--- config.mk ---
export PLATFORM = sky130hd
export DESIGN_NAME = ret_addr_stack_param
export DESIGN_NICKNAME = d
export VERILOG_FILES = /design/src/rtl/ret_addr_stack_param.sv
export SDC_FILE = /design/constraint.sdc
export NUM_CORES = 1
export LEC_CHECK = 0
export ABC_AREA = 1
export CORE_ASPECT_RATIO = 0.5
export CORE_MARGIN = 2
export CORE_UTILIZATION = 58
export CTS_CLUSTER_DIAMETER = 30
export DETAILED_ROUTE_END_ITERATION = 7
export GPL_ROUTABILITY_DRIVEN = 0
export HOLD_SLACK_MARGIN = 0.1
export PLACE_DENSITY = 0.82
export SYNTH_ARGS = -nofsm -noshare
export SYNTH_HDL_FRONTEND = slang
export SYNTH_SLANG_ARGS = --single-unit
--- constraint.sdc ---
create_clock -name clk -period 3.4 [get_ports clk]
set_input_delay 0.68 -clock clk [delete_from_list [all_inputs] [get_ports clk]]
set_output_delay 0.68 -clock clk [all_outputs]
set_load 0.02 [all_outputs]
--- src/rtl/ret_addr_stack_param.sv ---
// Return-address stack: push addr+INC on call, pop on ret, registered target.
// Selectable full policy (reject or circular overwrite), tail-call pop-then-push, flush, sticky errors.
module ret_addr_stack_param #(
  parameter int unsigned D        = 12,
  parameter int unsigned DEPTH    = 8,
  parameter int unsigned OVF_MODE = 0,
  parameter int unsigned INC      = 1
) (
  input  logic                         clk,
  input  logic                         reset,
  input  logic                         en,
  input  logic                         flush,
  input  logic                         call,
  input  logic                         ret,
  input  logic [D-1:0]                 addr,
  input  logic [D-1:0]                 target_in,
  output logic [D-1:0]                 target_out,
  output logic                         target_valid,
  output logic [$clog2(DEPTH+1)-1:0]   count,
  output logic                         empty,
  output logic                         full,
  output logic                         overflow,
  output logic                         underflow,
  input  logic                         clr_err
);

  localparam int unsigned CW = $clog2(DEPTH + 1);
  localparam int unsigned PW = $clog2(DEPTH);

  logic [D-1:0]  r_mem [DEPTH];
  logic [PW-1:0] r_sp;
  logic [CW-1:0] r_count;
  logic [D-1:0]  r_tout;
  logic          r_tv;
  logic          r_ovf;
  logic          r_unf;

  logic [PW-1:0] w_sp_n, w_sp_inc, w_top_idx, w_widx;
  logic [CW-1:0] w_cnt_n;
  logic [D-1:0]  w_tout_n, w_push, w_wdata;
  logic          w_tv_n, w_ovf_n, w_unf_n, w_we, w_empty, w_full;

  // Pointer wrap by explicit compare so non-power-of-two depths work
  assign w_sp_inc  = (r_sp == PW'(DEPTH - 1)) ? '0 : r_sp + PW'(1);
  assign w_top_idx = (r_sp == '0) ? PW'(DEPTH - 1) : r_sp - PW'(1);
  assign w_push    = addr + D'(INC);
  assign w_empty   = (r_count == '0);
  assign w_full    = (r_count == CW'(DEPTH));

  always_comb begin
    w_sp_n   = r_sp;
    w_cnt_n  = r_count;
    w_tout_n = r_tout;
    w_tv_n   = r_tv;
    w_ovf_n  = r_ovf & ~clr_err;
    w_unf_n  = r_unf & ~clr_err;
    w_we     = 1'b0;
    w_widx   = r_sp;
    w_wdata  = w_push;
    if (flush) begin
      w_sp_n   = '0;
      w_cnt_n  = '0;
      w_tout_n = target_in;
      w_tv_n   = 1'b0;
    end else if (en) begin
      w_tout_n = target_in;
      w_tv_n   = 1'b0;
      if (call && ret) begin
        if (!w_empty) begin
          // Tail call: read the top before it is replaced with the new return address
          w_tout_n = r_mem[w_top_idx];
          w_tv_n   = 1'b1;
          w_we     = 1'b1;
          w_widx   = w_top_idx;
        end else begin
          w_unf_n = 1'b1;
          w_we    = 1'b1;
          w_sp_n  = w_sp_inc;
          w_cnt_n = CW'(1);
        end
      end else if (call) begin
        if (!w_full) begin
          w_we    = 1'b1;
          w_sp_n  = w_sp_inc;
          w_cnt_n = r_count + CW'(1);
        end else begin
          w_ovf_n = 1'b1;
          if (OVF_MODE == 1) begin
            w_we   = 1'b1;
            w_sp_n = w_sp_inc;
          end
        end
      end else if (ret) begin
        if (!w_empty) begin
          w_tout_n = r_mem[w_top_idx];
          w_tv_n   = 1'b1;
          w_sp_n   = w_top_idx;
          w_cnt_n  = r_count - CW'(1);
        end else begin
          w_unf_n = 1'b1;
        end
      end
    end
  end

  always_ff @(posedge clk) begin
    if (reset) begin
      r_sp    <= '0;
      r_count <= '0;
      r_tout  <= '0;
      r_tv    <= 1'b0;
      r_ovf   <= 1'b0;
      r_unf   <= 1'b0;
    end else begin
      r_sp    <= w_sp_n;
      r_count <= w_cnt_n;
      r_tout  <= w_tout_n;
      r_tv    <= w_tv_n;
      r_ovf   <= w_ovf_n;
      r_unf   <= w_unf_n;
    end
  end

  // Entry storage needs no reset; entries are only read after being written
  always_ff @(posedge clk) begin
    if (!reset && w_we) r_mem[w_widx] <= w_wdata;
  end

  assign target_out   = r_tout;
  assign target_valid = r_tv;
  assign count        = r_count;
  assign empty        = w_empty;
  assign full         = w_full;
  assign overflow     = r_ovf;
  assign underflow    = r_unf;

endmodule
== After elaboration in Yosys (flattened, before gate mapping) ==
Memories as Yosys holds them, arrays and structs flattened.
Cells that the tools add are included.
W data, S select, Z words.

* Register bits: 22
* Memory bits (writable): 96
* Input bits: 31
* Output and inout bits: 21
* Logic and storage cells: 75
* Memories kept: 1

* Add/subtract/negate cells: 5
* Equal/unequal tests: 5
* Muxes and demuxes: 45
* Bitwise operators: 3
* Reductions and logical operators: 10

{| class="wikitable"
|+ Memory list
! memory !! words !! width !! read ports !! clocked after Yosys merged registers in !! wr ports !! line !! RTL
|-
| r_mem || 8 || 12 || 1 || 0 || 1 || 30 || <nowiki>logic [D-1:0] r_mem [DEPTH];</nowiki>
|}

{| class="wikitable"
|+ Operators by type and width
! cell !! number
|-
| $mux W12 || 6
|-
| $mux W3 || 11
|-
| $mux W4 || 6
|-
| $mux W1 || 22
|-
| $add A12 B1 Y12 const B || 1
|-
| $ne A3 B2 Y1 const B || 2
|-
| $reduce_and A5 Y1 || 1
|-
| $add A4 B1 Y4 const B || 1
|-
| $eq A4 B4 Y1 const B || 1
|-
| $logic_not A4 Y1 || 1
|-
| $reduce_and A4 Y1 || 1
|-
| $sub A4 B1 Y4 const B || 1
|-
| $add A3 B1 Y3 const B || 1
|-
| $eq A3 B3 Y1 const B || 1
|-
| $logic_not A3 Y1 || 1
|-
| $reduce_bool A3 Y1 || 1
|-
| $sub A3 B1 Y3 const B || 1
|-
| $and A1 B1 Y1 || 2
|-
| $logic_and A1 B1 Y1 || 2
|-
| $ne A2 B2 Y1 const B || 1
|-
| $reduce_bool A2 Y1 || 1
|-
| $reduce_or A2 Y1 || 1
|-
| $logic_not A1 Y1 || 1
|-
| $not A1 Y1 || 1
|}

== Depth between registers and ports, before layout ==
Gate-level depths: netlist of the first run.

* Word-level depth: 9
* Mapped depth: 15
* Mapped depth without buffers: 11

== Worst setup path after synthesis of the first run ==
Ideal clock, no wire load.

* Path type: register to register
* Start: reg r_sp[0]
* End: mem r_mem[6][0], enable pin
* Setup time: 0.380 ns
* Arrival time: 2.194 ns
* Data required time: 3.020 ns
* Slack: 0.826 ns
* Cell stages (with the launch flop): 12
* Path buffers: 2
* Period minus slack after synthesis: 2.574 ns
* Cell sequence: dfxtp_1 -> buf_4 -> inv_1 -> buf_6 -> ha_1 -> nand2_2 -> inv_2 -> o21ai_0 -> o21ai_1 -> inv_1 -> nand2_1 -> nor2_1

* Longest elaborated chain between the ends: 6
* Elaborated cells between the ends (all ways): 7
* Classes of those cells: add/sub: 1; mux: 5; reduce/logical: 1

{| class="wikitable"
|+ RTL lines
! item !! line !! RTL
|-
| start, declared || 31 || <nowiki>logic [PW-1:0] r_sp;</nowiki>
|-
| start signal, assigned || 115 || <nowiki>r_sp <= w_sp_n;</nowiki>
|-
| $sub A3 B1 Y3 or $logic_not A3 Y1 (tied branches) || 45 || <nowiki>assign w_top_idx = (r_sp == '0) ? PW'(DEPTH - 1) : r_sp - PW'(1);</nowiki>
|-
| $mux W3 || 45 ||
|-
| $mux W3 || n/a ||
|-
| $mux W3 || 68 || <nowiki>if (call && ret) begin</nowiki>
|-
| $mux W3 || 65 || <nowiki>end else if (en) begin</nowiki>
|-
| $mux W3 * || 60 || <nowiki>if (flush) begin</nowiki>
|-
| end, declared || 30 ||
|}

Mark *: on every way between the ends. The rest lies on a longest branch, timed or not.

== Final worst setup path of the first run ==
* Start: reg r_sp[1]
* End: mem r_mem[5][10], enable pin

The elaborated chain is that of the path after synthesis.

==> impl_metrics.yaml, run 1 <==
detailed_routing:
  routed_wire_length_per_instance_microns: 17.30
  route.detailed.vias_per_inst: 5.493
  drc_viols: 0
  routed_wl_microns: 14200
  vias: 4510
  detail_route.iter0.violations: 568
  drtPass1Iterations: 6
  route.antenna.remaining_nets: 0
place:
  place.detailed.instances: 789
  port_buffers: 51
  preCtsSetupSlack_ns: 0.5137
  detailedPlacementHpwl_microns: 8869
clock_network:
  number_of_setup_buffers_added_after_cts: 0
  clock_sink_count: 118
  cts-root-to-sink-buffers: 2
  cts_hold_buffers: 0
  tritoncts: "done"
  clk_root_buffer_cell: "sky130_fd_sc_hd__clkbuf_16"
  clk_pin_slew_ns: 0.05
  cts_buffers: 17
  post_cts_resize_count: 0
  clk_latency_ns: 0.41
  cts_htree_levels: 4
die:
  fp-row-count: 25
  io_pins: 52
  die-area_sq_mm: 0.01069
  die_h_microns: 74.13
  initial_utilization_pct: 60.00
  die-width_microns: 144.3
  core_region_area_sq_mm: 0.009509
critical_path:
  timing.critical_path.slowest_cell_delay_ns: 0.38
  worst-setup-path-type: "register to register"
  critical_path.cell_chain: "inv_1 > ha_1 > nand2_4 > nand2_2 > inv_2 > o21ai_0 > o21ai_1 > nand2_1 > nor2_1 > buf_4"
  cpMaxStageDelayCell: "sky130_fd_sc_hd__nand2_4"
  first_element_of_the_critical_path: "r_sp[1]"
  worstReg2RegStart: "r_sp[1]"
  worst_setup_path_end_kind: "register"
  worst_ep_required_time_ns: 3.51
  start_kind: "register"
  crit_fanout: 38
  critPathArrivalTime_ns: 2.86
logic_synthesis:
  synth-simple-area-share_pct: 24.58
  ys_warn_count: 0
  synth_xor_xnor_area_share_pct: 1.842
  post_synthesis_sequential_area_ratio_pct: 58.25
  muxShareOfSynthArea_pct: 0
  synth_area_per_cell_sq_um: 9.384
  synth_enable_flop_cells: 96
  async_flop_share_pct: 0
  yosys_register_bits: 118
  synth_cells: 608
  synth.net_count: 647
  synth_area_in_adders_pct: 1.886
  main_combinational_cell_family_by_area_after_synthesis: "simple AND/OR/NAND/NOR gates"
  synth_flop_cell: "sky130_fd_sc_hd__edfxtp_1"
  ys_types: 34
  synth-compound-area-share_pct: 5.351
  cell_area_synth_sq_mm: 0.005705
global_routing:
  grt_antenna_before_repair: 0
  grtUsageTotal_pct: 28.00
  grt_max_degree: 53
  first_global_vias: 4140
  globalRouteOverflowTotal: 0
  wire_length_of_the_first_global_routing_pass_microns: 21580
timing:
  worst_pin_slew_ns: 0.8366
  unrepaired_setup_endpoints_after_global_routing: "false"
  timing.final.setup_violations: 0
  post-route-period-util_pct: 80.75
  timing.setup.tns_ns: 0
  slew_headroom_pct: 44.04
  period_minus_slack_ns: 2.746
  maxSlewViolCount: 0
  final_hold_viol_count: 0
  achievable_clock_frequency_mhz: 364.2
  hold_ws_ns: 0.4613
  final.setup_skew_ns: 0.007060
  fin_ws_ns: 0.6544
hold_path:
  holdCritPathClass: "register to register"
  worst_hold_startpoint: "target_out[0]"
finish:
  final_layout_size_suffix_gt1_share_pct: 11.52
  nets: 712
  final_util_pct: 73.68
  areaGrowthSynthToFinish_pct: 22.81
  antennaDiodeCount: 0
  post_layout_nonfiller_instances: 821
job:
  max-cap-violations: 0
power:
  irDropWorstVdd_mv: 0.3163
  p_sw_share_pct: 21.99
  internal-power_w: 0.003002
  power_share_of_the_sequential_group_pct: 41.6
  power-per-cell-area_mw_per_mm2: 549.3
  switching_power_w: 0.0008464
  share_of_power_burned_in_the_clock_network_pct: 49.9
  leakage_nw: 2.898
  power_frac_comb_pct: 8.5
status:
  run_status: "finished, final reports clean"
worst max-delay path: cells and delay by family, from the launching register on:
kind                     cells  cell delay [ns]
AND/OR/NAND/NOR              4             0.74
AO/OA/AOI/OAI                2             0.53
flip-flops                   1             0.37
buffers and inverters        3             0.55
adder cells (fa/ha/maj)      1             0.24
power by group through the flow:
| stage | clock network [W] | registers (W) | logic [W] |
|---|---|---|---|
| global route | 0.00199 | 0.00160 | 0.000355 |
| finish | 0.00192 | 0.00160 | 0.000328 |
| floorplan | 0 | 0.00164 | 0.000174 |
| global placement | 0 | 0.00163 | 0.000314 |
| detailed placement | 0 | 0.00163 | 0.000316 |
| CTS | 0.00193 | 0.00160 | 0.000323 |
per-layer routing:
metal  share of wire, %  routed length [microns]  global-route usage [%]
met2                 42                     5956                   41.64
met1                 42                     6029                   38.46
met4                2.1                      295                   12.19
met5                  0                        0                       0
met3                 14                     1920                   9.144
through the flow:
| step | total power (W) | instance area (sq um) |
|---|---|---|
| floorplan | 0.001817 | 5705 |
| global placement | 0.001942 | 6371 |
| detailed placement | 0.001946 | 6371 |
| CTS | 0.003856 | 7007 |
| global route | 0.003947 | 7007 |
| finish | 0.003849 | 7007 |
cell usage after synthesis, drive strengths merged, types with 2 or more instances:
master | number | area share [%]
a21oi | 37 | 3.6
buf | 22 | 2.8
clkbuf | 4 | 0.26
dfxtp | 22 | 7.7
edfxtp | 96 | 51
ha | 7 | 1.5
inv | 77 | 5.1
nand2 | 156 | 11
nand3 | 81 | 7.1
nand3b | 12 | 1.6
nand4 | 2 | 0.22
nor2 | 47 | 3.1
nor3 | 3 | 0.35
o21ai | 14 | 1.3
or2 | 12 | 1.3
xnor2 | 4 | 0.61
xor2 | 8 | 1.2
worst paths after layout:
kind	end	slack (ns)	cells after the start
worst max-delay path	r_mem[5][10]	0.65	10
worst min-delay path	target_out[0]	0.46	2
worst max register to register	r_mem[5][10]	0.65	10
worst min register to register	target_out[0]	0.46	2
final cells by class:
type / count / area, sq um
Sequential cell: 118 / 3324
Tap cell: 135 / 168.9
Clock buffer: 18 / 429.2
Timing Repair Buffer: 72 / 668.1
Multi-Input combinational cell: 387 / 1921
Clock inverter: 14 / 206.4
Inverter: 77 / 289.0
Fill cell: 625 / 2502
logic make-up after synthesis:
kind of cell	count (synthesis)
xor gates and xnor gates	12
DFF	118
adders and majority gates	8
buffers and inverters	103
AOI/OAI and AO/OA	54
and+or+nand+nor	313
registers in the layout (all words and copies together) (netlist names):
name / count
target_out: 12
r_mem: 96
r_sp: 3
count: 4
overflow: 1
target_valid: 1
underflow: 1
layout by cell type (no fill, tap or decap), drive strengths merged, types with 12 or more instances in the layout:
cell type | synthesis | layout
nand2 | 156 | 156
edfxtp | 96 | 96
nand3 | 81 | 81
inv | 77 | 78
clkdlybuf4s50 | 0 | 51
nor2 | 47 | 47
a21oi | 37 | 37
dfxtp | 22 | 22
buf | 22 | 21
clkbuf | 4 | 18
o21ai | 14 | 14
or2 | 12 | 12
nand3b | 12 | 12
Power figures use the tool's default switching activity.
==> inputs of run 2 (changes only) <==
==> constraint.sdc (replaced) <==
create_clock -name clk -period 2.78 [get_ports clk]
set_input_delay 0.556 -clock clk [delete_from_list [all_inputs] [get_ports clk]]
set_output_delay 0.556 -clock clk [all_outputs]
set_load 0.02 [all_outputs]
==> impl_metrics.yaml, run 2 (synthesis results as in run 1) <==
status:
  run_status: "finished, final reports clean"
finish:
  n_fill_cell: 651
  post_layout_nonfiller_instances: 832
  areaGrowthSynthToFinish_pct: 22.39
  final_cell_mix: "sky130_fd_sc_hd__nand2_1, sky130_fd_sc_hd__edfxtp_1, sky130_fd_sc_hd__nand3_1"
  final_layout_size_suffix_gt1_share_pct: 12.48
  nets: 724
  antennaDiodeCount: 0
  largest_register: "r_mem"
  mostFrequentLayoutCell: "sky130_fd_sc_hd__nand2_1"
  largest_register_ff_count: 96
critical_path:
  worst_setup_path_end_kind: "register"
  worst-setup-path-type: "input port to register"
  worst_ep_required_time_ns: 2.88
  crit_fanout: 12
  critPathArrivalTime_ns: 2.72
  start_kind: "input port"
place:
  preCtsSetupSlack_ns: -0.05368
  port_buffers: 51
  detailedPlacementHpwl_microns: 9337
  place.detailed.instances: 801
clock_network:
  clock_sink_count: 118
  cts-root-to-sink-buffers: 2
  number_of_setup_buffers_added_after_cts: 0
  clk_root_buffer_cell: "sky130_fd_sc_hd__clkbuf_16"
  clk_latency_ns: 0.41
  clk_pin_slew_ns: 0.05
  post_cts_resize_count: 0
  cts_buffers: 17
  tritoncts: "done"
  cts_htree_levels: 4
  cts_hold_buffers: 0
global_routing:
  grtUsageTotal_pct: 28.51
  globalRoute.busiestLayer: "met2"
  met1_usage_pct: 39.74
  grtUsageMet3_pct: 10.62
  first_global_vias: 4077
  grt_max_degree: 53
  wire_length_of_the_first_global_routing_pass_microns: 21780
  grt_use_met2_pct: 41.85
  grt_antenna_before_repair: 0
  globalRouteOverflowTotal: 0
die:
  die-width_microns: 144.3
  fp-row-count: 25
  core_region_area_sq_mm: 0.009509
  initial_utilization_pct: 60.00
  io_pins: 52
  die-area_sq_mm: 0.01069
  die_h_microns: 74.13
timing:
  final.setup_skew_ns: 0.007046
  hold_ws_ns: 0.4601
  slew_headroom_pct: 59.22
  final_hold_viol_count: 0
  timing.final.setup_violations: 0
  post-route-period-util_pct: 94.00
  worst_pin_slew_ns: 0.6080
  achievable_clock_frequency_mhz: 382.7
  period_minus_slack_ns: 2.613
  maxSlewViolCount: 0
  fin_ws_ns: 0.1667
  unrepaired_setup_endpoints_after_global_routing: "false"
job:
  max-cap-violations: 0
power:
  power-per-cell-area_mw_per_mm2: 617.6
  leakage_nw: 2.900
  share_of_power_burned_in_the_clock_network_pct: 45.0
  internal-power_w: 0.003301
  power_share_of_the_sequential_group_pct: 45.4
  power_frac_comb_pct: 9.7
  switching_power_w: 0.001012
  irDropWorstVdd_mv: 0.4755
  p_sw_share_pct: 23.46
  fin_total_pwr_w: 0.004313
detailed_routing:
  vias: 4576
  drc_viols: 0
  route.detailed.vias_per_inst: 5.500
  drtPass1Iterations: 5
  routed_wire_length_per_instance_microns: 17.51
  route.antenna.remaining_nets: 0
  detail_route.iter0.violations: 707
  routed_wl_microns: 14570
hold_path:
  holdCritPathClass: "register to register"
-- run 2: power by group through the flow --
stage               combinational (W)  clock (W)  sequential [W]
floorplan                    0.000213          0         0.00201
global placement             0.000395          0         0.00199
detailed placement           0.000403          0         0.00199
CTS                          0.000409    0.00194         0.00196
global route                 0.000448    0.00202         0.00196
finish                       0.000417    0.00194         0.00196
-- run 2: cell type report --
type | instances | area, sq um | area share (%)
Tap cell | 135 | 168.9 | 2.419
Clock inverter | 12 | 88.84 | 1.272
Clock buffer | 19 | 432.9 | 6.200
Timing Repair Buffer | 84 | 758.2 | 10.86
Sequential cell | 118 | 3324 | 47.61
Multi-Input combinational cell | 387 | 1921 | 27.50
Inverter | 77 | 289.0 | 4.139
-- run 2: worst paths after layout --
kind	startpoint	endpoint	slack (ns)	cells after the start
worst min-delay path	target_out[0]	target_out[0]	0.46	2
worst min register to register	target_out[0]	target_out[0]	0.46	2
worst max register to register	r_sp[1]	r_mem[2][4]	0.24	11
worst max-delay path	call	r_mem[4][2]	0.17	7
-- run 2: layer usage --
layer / wire length (microns) / share of wire (%)
met1: 6124 / 42
met2: 6216 / 43
met3: 1947 / 13
met4: 284 / 1.9
met5: 0 / 0
-- run 2: worst max-delay path: stages --
cell and delay [ns]:
sky130_fd_sc_hd__clkdlybuf4s50_1 0.64, sky130_fd_sc_hd__nand2_1 0.20, sky130_fd_sc_hd__a211oi_1 0.59, sky130_fd_sc_hd__buf_4 0.22, sky130_fd_sc_hd__nand2_1 0.11, sky130_fd_sc_hd__nor2_1 0.14
sky130_fd_sc_hd__buf_4 0.25
-- run 2: per-stage QoR --
stage | setup TNS [ns] | utilization [%] | cell area [sq um]
6_report | 0 | 73.43 | 6983
5_1_grt | 0 | 73.43 | 6983
4_1_cts | 0 | 73.43 | 6983
3_5_place_dp | -3.212 | 67.95 | 6461
3_3_place_gp | 0 | 67.95 | 6461
2_1_floorplan | 0 | - | 5705
==> inputs of run 3 (changes only) <==
--- a/config.mk
+++ b/config.mk
@@ -5,15 +5,14 @@
 export SDC_FILE = /design/constraint.sdc
 export NUM_CORES = 1
 export LEC_CHECK = 0
-export ABC_AREA = 1
 export CORE_ASPECT_RATIO = 0.5
 export CORE_MARGIN = 2
-export CORE_UTILIZATION = 58
+export CORE_UTILIZATION = 57
 export CTS_CLUSTER_DIAMETER = 30
 export DETAILED_ROUTE_END_ITERATION = 7
 export GPL_ROUTABILITY_DRIVEN = 0
 export HOLD_SLACK_MARGIN = 0.1
-export PLACE_DENSITY = 0.82
+export PLACE_DENSITY = 0.81
 export SYNTH_ARGS = -nofsm -noshare
 export SYNTH_HDL_FRONTEND = slang
 export SYNTH_SLANG_ARGS = --single-unit
==> impl_metrics.yaml, run 3 <==
hold_path:
  worstHoldEndpoint: "target_valid"
  worst_hold_startpoint: "target_valid"
  holdCritPathClass: "register to register"
  whs_path_depth: 2
clock_network:
  tritoncts: "done"
  clk_latency_ns: 0.42
  clock_sink_count: 118
  cts-root-to-sink-buffers: 2
  cts_buffers: 17
  post_cts_resize_count: 1
  clk_root_buffer_cell: "sky130_fd_sc_hd__clkbuf_16"
  cts_hold_buffers: 0
  cts_htree_levels: 4
  number_of_setup_buffers_added_after_cts: 0
  clk_pin_slew_ns: 0.05
timing:
  timing.final.setup_violations: 0
  unrepaired_setup_endpoints_after_global_routing: "false"
  hold_ws_ns: 0.4621
  maxSlewViolCount: 0
  worst_pin_slew_ns: 0.8588
  final.setup_skew_ns: 0.006817
  final_hold_viol_count: 0
  fin_ws_ns: 0.1318
  achievable_clock_frequency_mhz: 377.6
  slew_headroom_pct: 42.75
  post-route-period-util_pct: 95.26
  period_minus_slack_ns: 2.648
  timing.setup.tns_ns: 0
global_routing:
  grt_max_degree: 70
  wire_length_of_the_first_global_routing_pass_microns: 21360
  grt_antenna_before_repair: 0
  grtUsageTotal_pct: 27.66
  globalRouteOverflowTotal: 0
  first_global_vias: 3977
logic_synthesis:
  post_synthesis_sequential_area_ratio_pct: 59.87
  synth.top_cells.by_count: "sky130_fd_sc_hd__edfxtp_1, sky130_fd_sc_hd__nor2_1, sky130_fd_sc_hd__nand3_1, sky130_fd_sc_hd__mux2i_1, sky130_fd_sc_hd__nand2_1"
  synth_enable_flop_cells: 96
  synth_cells: 489
  synthMostInstantiatedCell: "sky130_fd_sc_hd__edfxtp_1"
  ys_warn_count: 0
  synth_largest_area_cell: "sky130_fd_sc_hd__edfxtp_1"
  synth.net_count: 528
  ys_types: 49
  synth_flop_cell: "sky130_fd_sc_hd__edfxtp_1"
  yosys_register_bits: 118
  async_flop_share_pct: 0
  post-synth-top-area-fraction_pct: 51.94
  synth.top_cells.by_area: "sky130_fd_sc_hd__edfxtp_1, sky130_fd_sc_hd__dfxtp_1, sky130_fd_sc_hd__mux2i_1"
  synth_area_per_cell_sq_um: 11.35
  cell_area_synth_sq_mm: 0.005550
finish:
  final_cell_mix: "sky130_fd_sc_hd__edfxtp_1, sky130_fd_sc_hd__nor2_1, sky130_fd_sc_hd__clkdlybuf4s50_1"
  mostFrequentLayoutCell: "sky130_fd_sc_hd__edfxtp_1"
  largest_register_ff_count: 96
  nets: 613
  areaGrowthSynthToFinish_pct: 25.95
  antennaDiodeCount: 0
  largest_register: "r_mem"
  final_layout_size_suffix_gt1_share_pct: 15.84
  post_layout_nonfiller_instances: 722
critical_path:
  r2r_setup_slack_ns: 0.31
  critPathArrivalTime_ns: 2.09
  worst-path-buf-inv: 2
  timing.critical_path.slowest_cell_delay_ns: 0.61
  start_kind: "register"
  cpMaxStageDelayCell: "sky130_fd_sc_hd__or4_4"
  critical_path.top_delay_family: "buffers and inverters"
  worst_setup_path_end_kind: "output port"
  critical_path.cell_chain: "or4_4 > inv_6 > clkdlybuf4s50_1"
  ff2ff_path_depth: 6
  worst-setup-path-type: "register to output port"
  worstReg2RegStart: "count[3]"
  worst_ep_required_time_ns: 2.22
  timing.rr.end: "r_mem[4][6]"
  crit_fanout: 11
detailed_routing:
  drc_viols: 0
  vias: 4259
  detail_route.iter0.violations: 429
  met1_length_microns: 5970
  dr_wl_met2_microns: 6218
  routed_length_on_met3_microns: 1244
  maxUsedRoutingLayer: "met4"
  route.detailed.vias_per_inst: 5.899
  route.antenna.remaining_nets: 0
  routed_wire_length_per_instance_microns: 18.89
  drtPass1Iterations: 5
  routed_wl_microns: 13640
place:
  detailedPlacementHpwl_microns: 8799
  port_buffers: 51
  place.detailed.instances: 690
  preCtsSetupSlack_ns: -0.03177
die:
  io_pins: 52
  initial_utilization_pct: 58.75
  fp-row-count: 25
  die-width_microns: 143.6
  core_region_area_sq_mm: 0.009447
  die_h_microns: 73.78
  die-area_sq_mm: 0.01059
power:
  leakage_nw: 2.525
  power-per-cell-area_mw_per_mm2: 623.3
  fin_total_pwr_w: 0.004357
  irDropWorstVdd_mv: 0.5395
status:
  run_status: "finished, final reports clean"
job:
  max-cap-violations: 0
run 3: changes by cell type after synthesis, sizes merged, moves of 12 or more:
cell    delta
a21oi     -13
nand2    -131
nand3b    -12
mux2i     +27
nand3     -48
a31oi     +19
clkbuf    +16
o221ai    +12
nor2      +17
inv       -58
run 3: worst reg2reg max path, stage by stage (launching register included):
cell                      delay [ns]
sky130_fd_sc_hd__dfxtp_1        0.31
sky130_fd_sc_hd__or4_4          0.61
sky130_fd_sc_hd__inv_6          0.14
sky130_fd_sc_hd__nor3_2         0.09
sky130_fd_sc_hd__mux2_2         0.24
sky130_fd_sc_hd__nand2_1        0.09
sky130_fd_sc_hd__nor2_2         0.62
run 3: logic make-up after synthesis:
kind of cell	count (synthesis)	share of synthesized area, %
AOI/OAI and AO/OA	108	13.12
DFF	118	59.87
muxes	31	5.681
adders and majority gates	8	1.939
xor gates and xnor gates	12	1.894
buffers and inverters	51	4.125
and+or+nand+nor	161	13.37
run 3: worst max path at each step:
stage	startpoint	end	slack [ns]	cells after the start
3_5_place_dp	ret	r_mem[4][5]	-0.03	6
5_1_grt	count[3]	empty	0.08	3
3_3_place_gp	flush	r_mem[5][4]	0.02	6
4_1_cts	count[3]	empty	0.12	3
6_report	count[3]	empty	0.13	3
2_1_floorplan	r_sp[0]	r_mem[4][0]	-0.09	11
run 3: area by class of cell:
cell class | count | area (sq um)
Sequential cell | 118 | 3324
Tap cell | 135 | 168.9
Inverter | 20 | 80.08
Clock inverter | 10 | 82.58
Fill cell | 619 | 2456
Timing Repair Buffer | 97 | 868.3
Multi-Input combinational cell | 320 | 2022
Clock buffer | 22 | 444.2
run 3: power breakdown:
group / switching [W] / internal, W
logic: 0.000255 / 0.000183
registers: 0.0000130 / 0.00194
clock network: 0.000750 / 0.00121
run 3: layer usage:
layer / vias up / global-route usage [%]
li1: 1993 / -
met1: 1997 / 38.02
met2: 247 / 44.39
met3: 22 / 6.910
met4: 0 / 7.952
met5: - / 0
run 3: stage by stage:
| step | instance area [sq um] | util [%] |
|---|---|---|
| floorplan | 5570 | - |
| global placement | 6460 | 68.38 |
| detailed placement | 6460 | 68.38 |
| CTS | 6990 | 74.00 |
| global route | 6990 | 74.00 |
| finish | 6990 | 74.00 |
